## src/rtl/br_ps2_pkg.sv

```systemverilog
// Shared definitions for the PS/2 keyboard decoder: FSM states, scan codes,
// held-key record, default timing constants and the parity helper.
package br_ps2_pkg;

    typedef enum logic [2:0] {
        ST_IDLE,
        ST_DATA,
        ST_PARITY,
        ST_STOP,
        ST_DECODE
    } ps2_state_t;

    // Prefix bytes and the game keys of interest
    localparam logic [7:0] SC_EXT   = 8'hE0;
    localparam logic [7:0] SC_BRK   = 8'hF0;
    localparam logic [7:0] SC_UP    = 8'h75;
    localparam logic [7:0] SC_DOWN  = 8'h72;
    localparam logic [7:0] SC_LEFT  = 8'h6B;
    localparam logic [7:0] SC_RIGHT = 8'h74;
    localparam logic [7:0] SC_SPACE = 8'h29;
    localparam logic [7:0] SC_ENTER = 8'h5A;

    localparam int FILTER_LEN_DEF  = 8;
    localparam int TIMEOUT_CYC_DEF = 100000;

    // Held state of the game keys; up is the most significant bit
    typedef struct packed {
        logic up;
        logic down;
        logic left;
        logic right;
        logic space;
        logic enter;
    } keys_t;

    // Odd parity: data ones plus the parity bit must be an odd count
    function automatic logic odd_parity_ok(input logic [7:0] data, input logic par);
        return ^{data, par};
    endfunction

endpackage

```

## src/rtl/ps2_key_decoder_if.sv

```systemverilog
// Bundle of the PS/2 lines and the decoded key outputs.
// slave: the decoder (reads the PS/2 lines, drives the results).
// master: the keyboard side / consumer (drives the lines, reads the results).
interface ps2_key_decoder_if;
    logic       ps2c;
    logic       ps2d;
    logic [7:0] code;
    logic       code_valid;
    logic       is_break;
    logic       is_extended;
    logic       frame_err;
    logic       key_up;
    logic       key_down;
    logic       key_left;
    logic       key_right;
    logic       key_space;
    logic       key_enter;

    modport master (
        output ps2c, ps2d,
        input  code, code_valid, is_break, is_extended, frame_err,
        input  key_up, key_down, key_left, key_right, key_space, key_enter
    );

    modport slave (
        input  ps2c, ps2d,
        output code, code_valid, is_break, is_extended, frame_err,
        output key_up, key_down, key_left, key_right, key_space, key_enter
    );
endinterface

```

## src/rtl/ps2_line_filter.sv

```systemverilog
// Conditions one raw PS/2 line: 2-flop synchroniser, glitch filter that only
// moves after FILTER_LEN agreeing samples, and a 1->0 strobe on the filtered
// level. Everything resets to the released (high) line level.
module ps2_line_filter
    import br_ps2_pkg::*;
#(
    parameter int FILTER_LEN = FILTER_LEN_DEF
) (
    input  logic clk,
    input  logic clr,
    input  logic line,
    output logic filt,
    output logic fall
);

    localparam int CNT_W = (FILTER_LEN > 1) ? $clog2(FILTER_LEN) : 1;

    logic             sync1_reg;
    logic             sync2_reg;
    logic             filt_reg;
    logic             filt_next;
    logic             fall_reg;
    logic [CNT_W-1:0] cnt_reg;
    logic [CNT_W-1:0] cnt_next;

    // Bring the asynchronous line into the clk domain
    always_ff @(posedge clk or negedge clr) begin
        if (!clr) begin
            sync1_reg <= 1'b1;
            sync2_reg <= 1'b1;
        end else begin
            sync1_reg <= line;
            sync2_reg <= sync1_reg;
        end
    end

    // Count consecutive samples that disagree with the filtered level
    always_comb begin
        filt_next = filt_reg;
        cnt_next  = '0;
        if (sync2_reg != filt_reg) begin
            if (cnt_reg == CNT_W'(FILTER_LEN - 1)) begin
                filt_next = sync2_reg;
            end else begin
                cnt_next = cnt_reg + CNT_W'(1);
            end
        end
    end

    // Filtered level, run length and the registered falling-edge strobe
    always_ff @(posedge clk or negedge clr) begin
        if (!clr) begin
            filt_reg <= 1'b1;
            cnt_reg  <= '0;
            fall_reg <= 1'b0;
        end else begin
            filt_reg <= filt_next;
            cnt_reg  <= cnt_next;
            fall_reg <= filt_reg & ~filt_next;
        end
    end

    assign filt = filt_reg;
    assign fall = fall_reg;

endmodule

```

## src/rtl/ps2_key_decoder.sv

```systemverilog
// PS/2 keyboard receiver: deserialises 11-bit frames, resolves the E0/F0
// prefixes and publishes scan-code events plus held flags for the game keys.
module ps2_key_decoder
    import br_ps2_pkg::*;
#(
    parameter int FILTER_LEN  = FILTER_LEN_DEF,
    parameter int TIMEOUT_CYC = TIMEOUT_CYC_DEF   // must be at least 2
) (
    input  logic clk,
    input  logic clr,
    ps2_key_decoder_if.slave bus
);

    localparam int TMO_W = $clog2(TIMEOUT_CYC + 1);

    logic ps2c_filt_unused;
    logic ps2c_fall;
    logic ps2d_filt;
    logic ps2d_fall_unused;

    ps2_line_filter #(.FILTER_LEN(FILTER_LEN)) u_clk_filter (
        .clk  (clk),
        .clr  (clr),
        .line (bus.ps2c),
        .filt (ps2c_filt_unused),
        .fall (ps2c_fall)
    );

    ps2_line_filter #(.FILTER_LEN(FILTER_LEN)) u_data_filter (
        .clk  (clk),
        .clr  (clr),
        .line (bus.ps2d),
        .filt (ps2d_filt),
        .fall (ps2d_fall_unused)
    );

    ps2_state_t       state_reg,      state_next;
    logic [2:0]       bit_cnt_reg,    bit_cnt_next;
    logic [7:0]       shift_reg,      shift_next;
    logic             par_reg,        par_next;
    logic             ext_pend_reg,   ext_pend_next;
    logic             brk_pend_reg,   brk_pend_next;
    logic [7:0]       code_reg,       code_next;
    logic             code_valid_reg, code_valid_next;
    logic             is_break_reg,   is_break_next;
    logic             is_ext_reg,     is_ext_next;
    logic             frame_err_reg,  frame_err_next;
    keys_t            keys_reg,       keys_next;
    logic [TMO_W-1:0] tmo_reg;
    logic             timeout;

    // Cycles elapsed since the last fall while a frame is in progress
    always_ff @(posedge clk or negedge clr) begin
        if (!clr) begin
            tmo_reg <= '0;
        end else if (ps2c_fall) begin
            tmo_reg <= TMO_W'(1);
        end else if (state_reg == ST_IDLE) begin
            tmo_reg <= '0;
        end else begin
            tmo_reg <= tmo_reg + TMO_W'(1);
        end
    end

    // The registered error lands exactly TIMEOUT_CYC cycles after the last fall
    assign timeout = (state_reg != ST_IDLE) && !ps2c_fall &&
                     (tmo_reg == TMO_W'(TIMEOUT_CYC - 1));

    // Frame FSM next state, prefix tracking and event/flag generation
    always_comb begin
        state_next      = state_reg;
        bit_cnt_next    = bit_cnt_reg;
        shift_next      = shift_reg;
        par_next        = par_reg;
        ext_pend_next   = ext_pend_reg;
        brk_pend_next   = brk_pend_reg;
        code_next       = code_reg;
        code_valid_next = 1'b0;
        is_break_next   = is_break_reg;
        is_ext_next     = is_ext_reg;
        frame_err_next  = 1'b0;
        keys_next       = keys_reg;

        if (timeout) begin
            frame_err_next = 1'b1;
            ext_pend_next  = 1'b0;
            brk_pend_next  = 1'b0;
            state_next     = ST_IDLE;
        end else begin
            case (state_reg)
                ST_IDLE: begin
                    // A fall with data high is line noise, not a start bit
                    if (ps2c_fall && !ps2d_filt) begin
                        bit_cnt_next = 3'd0;
                        state_next   = ST_DATA;
                    end
                end
                ST_DATA: begin
                    if (ps2c_fall) begin
                        shift_next = {ps2d_filt, shift_reg[7:1]};
                        if (bit_cnt_reg == 3'd7) begin
                            state_next = ST_PARITY;
                        end else begin
                            bit_cnt_next = bit_cnt_reg + 3'd1;
                        end
                    end
                end
                ST_PARITY: begin
                    if (ps2c_fall) begin
                        par_next   = ps2d_filt;
                        state_next = ST_STOP;
                    end
                end
                ST_STOP: begin
                    if (ps2c_fall) begin
                        if (ps2d_filt && odd_parity_ok(shift_reg, par_reg)) begin
                            state_next = ST_DECODE;
                        end else begin
                            frame_err_next = 1'b1;
                            ext_pend_next  = 1'b0;
                            brk_pend_next  = 1'b0;
                            state_next     = ST_IDLE;
                        end
                    end
                end
                ST_DECODE: begin
                    state_next = ST_IDLE;
                    if (shift_reg == SC_EXT) begin
                        ext_pend_next = 1'b1;
                    end else if (shift_reg == SC_BRK) begin
                        brk_pend_next = 1'b1;
                    end else begin
                        code_valid_next = 1'b1;
                        code_next       = shift_reg;
                        is_break_next   = brk_pend_reg;
                        is_ext_next     = ext_pend_reg;
                        ext_pend_next   = 1'b0;
                        brk_pend_next   = 1'b0;
                        // Arrow keys only match with E0, space/enter only without
                        if (ext_pend_reg) begin
                            case (shift_reg)
                                SC_UP:    keys_next.up    = !brk_pend_reg;
                                SC_DOWN:  keys_next.down  = !brk_pend_reg;
                                SC_LEFT:  keys_next.left  = !brk_pend_reg;
                                SC_RIGHT: keys_next.right = !brk_pend_reg;
                                default:  ;
                            endcase
                        end else begin
                            case (shift_reg)
                                SC_SPACE: keys_next.space = !brk_pend_reg;
                                SC_ENTER: keys_next.enter = !brk_pend_reg;
                                default:  ;
                            endcase
                        end
                    end
                end
                default: state_next = ST_IDLE;
            endcase
        end
    end

    // FSM state, frame datapath and registered outputs
    always_ff @(posedge clk or negedge clr) begin
        if (!clr) begin
            state_reg      <= ST_IDLE;
            bit_cnt_reg    <= '0;
            shift_reg      <= '0;
            par_reg        <= 1'b0;
            ext_pend_reg   <= 1'b0;
            brk_pend_reg   <= 1'b0;
            code_reg       <= '0;
            code_valid_reg <= 1'b0;
            is_break_reg   <= 1'b0;
            is_ext_reg     <= 1'b0;
            frame_err_reg  <= 1'b0;
            keys_reg       <= '0;
        end else begin
            state_reg      <= state_next;
            bit_cnt_reg    <= bit_cnt_next;
            shift_reg      <= shift_next;
            par_reg        <= par_next;
            ext_pend_reg   <= ext_pend_next;
            brk_pend_reg   <= brk_pend_next;
            code_reg       <= code_next;
            code_valid_reg <= code_valid_next;
            is_break_reg   <= is_break_next;
            is_ext_reg     <= is_ext_next;
            frame_err_reg  <= frame_err_next;
            keys_reg       <= keys_next;
        end
    end

    assign bus.code        = code_reg;
    assign bus.code_valid  = code_valid_reg;
    assign bus.is_break    = is_break_reg;
    assign bus.is_extended = is_ext_reg;
    assign bus.frame_err   = frame_err_reg;
    assign bus.key_up      = keys_reg.up;
    assign bus.key_down    = keys_reg.down;
    assign bus.key_left    = keys_reg.left;
    assign bus.key_right   = keys_reg.right;
    assign bus.key_space   = keys_reg.space;
    assign bus.key_enter   = keys_reg.enter;

endmodule
```

## src/flat_wrapper.sv

```systemverilog
// flat-port wrapper written by rule: the top's interface ports become plain ports
module ps2_key_decoder_flat import br_ps2_pkg::*;
#(
    parameter int FILTER_LEN  = FILTER_LEN_DEF,
    parameter int TIMEOUT_CYC = TIMEOUT_CYC_DEF                        
)
  (clk, clr, bus_ps2c, bus_ps2d, bus_code, bus_code_valid, bus_is_break, bus_is_extended, bus_frame_err, bus_key_up, bus_key_down, bus_key_left, bus_key_right, bus_key_space, bus_key_enter);
  ps2_key_decoder_if bus_i ();
  input  logic clk;
  input  logic clr;
  input wire logic [$bits(bus_i.ps2c)-1:0] bus_ps2c;
  input wire logic [$bits(bus_i.ps2d)-1:0] bus_ps2d;
  output wire logic [$bits(bus_i.code)-1:0] bus_code;
  output wire logic [$bits(bus_i.code_valid)-1:0] bus_code_valid;
  output wire logic [$bits(bus_i.is_break)-1:0] bus_is_break;
  output wire logic [$bits(bus_i.is_extended)-1:0] bus_is_extended;
  output wire logic [$bits(bus_i.frame_err)-1:0] bus_frame_err;
  output wire logic [$bits(bus_i.key_up)-1:0] bus_key_up;
  output wire logic [$bits(bus_i.key_down)-1:0] bus_key_down;
  output wire logic [$bits(bus_i.key_left)-1:0] bus_key_left;
  output wire logic [$bits(bus_i.key_right)-1:0] bus_key_right;
  output wire logic [$bits(bus_i.key_space)-1:0] bus_key_space;
  output wire logic [$bits(bus_i.key_enter)-1:0] bus_key_enter;
  assign bus_i.ps2c = bus_ps2c;
  assign bus_i.ps2d = bus_ps2d;
  assign bus_code = bus_i.code;
  assign bus_code_valid = bus_i.code_valid;
  assign bus_is_break = bus_i.is_break;
  assign bus_is_extended = bus_i.is_extended;
  assign bus_frame_err = bus_i.frame_err;
  assign bus_key_up = bus_i.key_up;
  assign bus_key_down = bus_i.key_down;
  assign bus_key_left = bus_i.key_left;
  assign bus_key_right = bus_i.key_right;
  assign bus_key_space = bus_i.key_space;
  assign bus_key_enter = bus_i.key_enter;
  ps2_key_decoder #(.FILTER_LEN(FILTER_LEN), .TIMEOUT_CYC(TIMEOUT_CYC)) u_core (.clk(clk), .clr(clr), .bus(bus_i));
endmodule
```

## config.mk

```make
export PLATFORM = sky130hd
export DESIGN_NAME = ps2_key_decoder_flat
export DESIGN_NICKNAME = d
export VERILOG_FILES = /design/src/rtl/br_ps2_pkg.sv /design/src/rtl/ps2_key_decoder_if.sv /design/src/rtl/ps2_line_filter.sv /design/src/rtl/ps2_key_decoder.sv /design/src/flat_wrapper.sv
export SDC_FILE = /design/constraint.sdc
export NUM_CORES = 1
export LEC_CHECK = 0
export ABC_AREA = 1
export BUFFER_PORTS_ARGS = -buffer_cell sky130_fd_sc_hd__buf_2
export CAP_MARGIN = 20
export CORE_MARGIN = 2
export CORE_UTILIZATION = 54
export DETAILED_ROUTE_END_ITERATION = 12
export PLACE_DENSITY = 0.74
export SYNTH_ARGS = -nofsm -noshare
export SYNTH_HDL_FRONTEND = slang
export SYNTH_SLANG_ARGS = --single-unit
```

## constraint.sdc

```tcl
create_clock -name clk -period 1.6 [get_ports clk]
set_input_delay 0.48 -clock clk [delete_from_list [all_inputs] [get_ports clk]]
set_output_delay 0.48 -clock clk [all_outputs]
set_load 0.01 [all_outputs]
```

Yosys cells after proc, flatten, opt, wreduce, memory -nomap -nowiden
Index checks and enable logic that the tools add are counted.
{"block": "totals", "n_memories": 0, "register_bits": 65, "output_inout_bits": 18, "mem_bits_rw": 0, "word_cells": 130, "latchBits": 0, "rom_bits": 0, "inputBits": 4}
{"block": "op_classes", "bitwise": 6, "magnitude_cmp": 0, "n_reduce_logical": 26, "shift": 0, "n_eq_ne": 29, "div_mod_pow": 0, "n_mux": 38, "n_mul": 0, "addsub": 4}
{"cell": "two-way mux 3 bit", "n": 14}
{"cell": "equality test 8 x 7 -> 1 bit (second input constant)", "n": 5}
{"cell": "AND reduction 6 bit", "n": 6}
{"cell": "two-way mux 17 bit", "n": 2}
{"cell": "two-way mux 1 bit", "n": 18}
{"cell": "!= test 3 x 2 -> 1 bit (second input constant)", "n": 6}
{"cell": "adder 17 x 1 -> 17 bit (second input constant)", "n": 1}
{"cell": "equality test 17 bit (second input constant)", "n": 1}
{"cell": "equality test 8 bit (second input constant)", "n": 2}
{"cell": "equality test 3 bit (second input constant)", "n": 4}
{"cell": "case mux 3 bit (4 select lines)", "n": 1}
{"cell": "AND reduction 4 bit", "n": 3}
{"cell": "AND reduction 5 bit", "n": 2}
{"cell": "adder 3 x 1 -> 3 bit (second input constant)", "n": 3}
{"cell": "XOR reduction 9 bit", "n": 1}
{"cell": "equality test 8 x 6 -> 1 bit (second input constant)", "n": 1}
{"cell": "equality test 3 x 2 -> 1 bit (second input constant)", "n": 2}
{"cell": "!= test 2 bit (second input constant)", "n": 3}
{"cell": "case mux 3 bit (2 select lines)", "n": 1}
{"cell": "AND reduction 3 bit", "n": 2}
{"cell": "nonzero test 3 bit", "n": 2}
{"cell": "inverter 1 bit", "n": 5}
{"cell": "logical AND 1 bit", "n": 4}
{"cell": "!= test 4 x 2 -> 1 bit (second input constant)", "n": 1}
{"cell": "other kinds (9)", "n": 13}

Longest topological paths before layout
{"block": "depth", "depth_word": 6, "mapped_depth": 12, "mapped_depth_nobuf": 12}

By module
A second synthesis with hierarchy kept.
{"block": "hier_totals", "hier_cells": 399, "hier_area_um2": 3306.9}
{"module": "ps2_key_decoder", "seq_area_each_um2": 1301.2, "area_per_inst_um2": 2766.4, "n_inst": 1, "cells_per_inst": 351}
{"module": "ps2_line_filter at u_core.u_data_filter", "seq_area_each_um2": 178.9, "area_per_inst_um2": 271.5, "n_inst": 1, "cells_per_inst": 24}
{"module": "ps2_line_filter at u_core.u_clk_filter", "seq_area_each_um2": 178.9, "area_per_inst_um2": 269.0, "n_inst": 1, "cells_per_inst": 24}

Least setup slack after synthesis
Ideal clock, no wire load.
{"block": "synth_path", "path_kind": "register to register", "startpoint": "register u_core.tmo_reg[0]", "endpoint": "register u_core.tmo_reg[16]", "setup_slack_ns": 0.093, "period_less_slack_ns": 1.507, "setup_time_ns": 0.130, "stages_incl_launch_ff": 9, "arrival_time_ns": 1.377, "t_required_ns": 1.470, "path_buffers": 0, "cell_sequence": "dfrtp_1 -> ha_1 -> nand4_2 -> nor2_1 -> nand2_1 -> nor2_1 -> nand3_2 -> nor2_1 -> a31oi_1"}
{"block": "synth_between", "elab_chain_cells": 3}
{"item": "start, declared", "line": "ps2_key_decoder.sv:49", "text": "logic [TMO_W-1:0] tmo_reg;"}
{"item": "start signal, assigned", "line": "ps2_key_decoder.sv:61", "text": "tmo_reg <= tmo_reg + TMO_W'(1);"}
{"item": "adder 17 x 1 -> 17 bit", "line": "ps2_key_decoder.sv:61"}
{"item": "two-way mux 17 bit", "line": "ps2_key_decoder.sv:58", "text": "end else if (state_reg == ST_IDLE) begin"}
{"item": "two-way mux 17 bit", "line": "ps2_key_decoder.sv:56", "text": "end else if (ps2c_fall) begin"}
Every way passes these cells.
A chain may end at the register's enable or synchronous reset.

Worst setup path in the final report
{"block": "layout_path", "startpoint": "register u_core.tmo_reg[1]", "endpoint": "register u_core.tmo_reg[14]"}
The elaborated chain is that of the path after synthesis.

==> impl_metrics.toml <==
[power]
sw_frac_of_total_pct = 33.42
p_total_mw = 5.147
power_frac_seq_pct = 39.6
switchingPower_mw = 1.720
p_leak_nw = 2.081
internal_power_mw = 3.427
ir_worst_vdd_mv = 0.9190
pwr-share-clk_pct = 31.0
power_frac_comb_pct = 29.5
powerDensity_nw_per_um2 = 1230

[yosys]
yosysSeqAreaShare_pct = 49.87
synth_top_cell_by_area = "dfrtp_1"
synth_top_area_share_pct = 45.06
syn_inst = 401
synthTopCellsByArea = "dfrtp_1, nand2_1, inv_1"
synth_most_common_cell = "nand2_1"
yosysUniqueCellTypes = 30
synth_ff_type = "dfrtp_1"
synth.net_count = 412
syn_avg_cell_area_um2 = 8.172
synth_area_um2 = 3277
synth_common_cells = "nand2_1, dfrtp_1, inv_1, nor2_1, o21ai_0"
ys_async_sr_fraction_pct = 100.0
synth_warnings = 0
synth_seq_cells = 65
synth_edf_count = 0

[timing]
setup_viol = 6
fmax_ghz = 0.6085
setup_ws_ps = -43.44
hold_violations = 0
rsz0062_at_grt = "yes"
period_needed_ps = 1643
maxSlewHeadroom_pct = 76.15
fin_crit_sh_pct = 102.7
maxSlewViolCount = 0
worstMarginPinSlew_ps = 354.4
clock_skew_ps = 7.738

[layout]
nets = 480
area_delta_synth_final_pct = 27.72
antenna_cells = 0
largest_register_ffs = 17
fillers = 448
drive_gt1_share_pct = 29.32

[clock_tree]
cts.sinks = 65
cts_hold_buf = 0
cts_root_buffer = "clkbuf_8"
cts_tree = "yes"
cts_inserted_buffers = 9
cts_max_path_buffers = 2
path_clk_slew_ps = 70
clock_latency_ps = 350
cts_max_level = 3

[global_routing]
track_usage_pct = 23.70
grt_pass1_wl_um = 12020
antenna_found_initial = 0
grt_pass1_vias = 2748
gr-total-overflow = 0
grt_max_degree = 66

[route]
drt_iter0_markers = 149
dr.pass1.iters = 5
vias_per_cell = 5.322
drcViolationCount = 0
vias = 2922
wl_per_cell_um = 13.64
ant_nets = 0
finalWirelength_um = 7490

[worst_setup_path]
crit_arrival_ps = 1910
critPathLaunch = "u_core.tmo_reg[1]"
critPathKind = "reg -> reg"
rr_startpoint = "u_core.tmo_reg[1]"
crit_fanout = 4
required_ps = 1870
crit_path_start_kind = "flop"
critPathCaptureType = "flop"

[placement]
hpwlAfterDp_um = 5092
numPortBuffers = 21
place_ws_ps = -51.27
routabilityCongestion = 0.9061

[die]
die_w_um = 81.90
num_io_pins = 22
core_area_um2 = 5886
die_area_um2 = 6708
die_h_um = 81.90
start_util_pct = 55.68
rows = 28

[run]
max-cap-violations = 0

[outcome]
violations = "negative setup slack"
status = "finished with violations"

[min_path]
hp-class = "in -> async"
## layout by cell type, fill, tap and decap left out, types with 13 or more instances in the layout
cell / count
buf_2: 21
buf_4: 40
dfrtp_1: 58
inv_1: 50
nand2_1: 91
nand3_1: 20
nor2_1: 28
nor3_1: 13
o21ai_0: 21
## power groups by stage
stage          Sequential (mW)  Clock, mW  Combinational (mW)
2_1_floorplan             2.00          0               0.861
3_3_place_gp              2.03          0                1.22
3_5_place_dp              2.04          0                1.26
4_1_cts                   2.01       1.62                1.32
5_1_grt                   2.06       1.70                1.71
6_report                  2.04       1.59                1.52
## cell families (layout without fill, tap and decap cells)
kind of cell    after synthesis  after routing  synth area share, %
buf+inv                      65            138                8.018
fa+ha+maj                     7              7                2.673
simple gates                205            205                28.64
xor+xnor                      6              6                1.604
mux                           1              1               0.3055
compound gates               52             52                8.897
flops                        65             65                49.87
## per-layer routing
| layer | GRT usage (%) | vias up | share of wire [%] |
|---|---|---|---|
| li1 | - | 1432 | - |
| met1 | 29.96 | 1375 | 45 |
| met2 | 37.64 | 99 | 48 |
| met3 | 6.593 | 16 | 5.4 |
| met4 | 11.17 | 0 | 2.0 |
| met5 | 0 | - | 0 |
## worst max-delay path, stage by stage (launching register included)
cell     delay [ps]
dfrtp_1         410
ha_4            170
nand4_4         140
nor2_4          150
nand2_2          80
nor2_4          140
nand3_4         110
nor2_2          130
nor2_1           50
nor3_1          180
## final timing paths
path | to | slack, ps | depth (start not counted)
worst min-delay path | u_core.tmo_reg[8] | 130 | 2
min in group clk | u_core.u_clk_filter.sync1_reg | 230 | 1
worst max-delay path | u_core.tmo_reg[14] | -40 | 9
worst max register to register | u_core.tmo_reg[14] | -40 | 9
worst min register to register | u_core.u_clk_filter.sync2_reg | 360 | 0
max in group asynchronous | u_core.u_data_filter.sync2_reg | 1150 | 2
## through the flow
stage               cells  util [%]  hold WS, ps  area (µm²)  setup TNS, ps
floorplan             401         -        184.4        3277              0
global placement      522     62.80        345.7        3696              0
detailed placement    522     62.80        348.4        3696         -229.3
CTS                   540     67.28        145.1        3960              0
global route          549     71.11        165.1        4185          -1370
finish                549     71.11        131.6        4185         -115.2
## final cells by class
cell class / instances / area, µm² / share of cell area (%)
repair buffers: 64 / 456.7 / 10.91
clock buffers: 11 / 151.4 / 3.617
multi-input cells: 271 / 1550 / 37.04
flip-flops and latches: 65 / 1635 / 39.07
well taps: 75 / 93.84 / 2.242
clock inverters: 5 / 77.57 / 1.854
inverters: 58 / 220.2 / 5.262
## repair_timing
item,CTS,global route
setup buffers,2,9
pin swaps,1,16
cloned,0,0
setup endpoints to repair,19,33
resized for setup,6,51
Note: power is estimated with default switching activity, not from simulation.
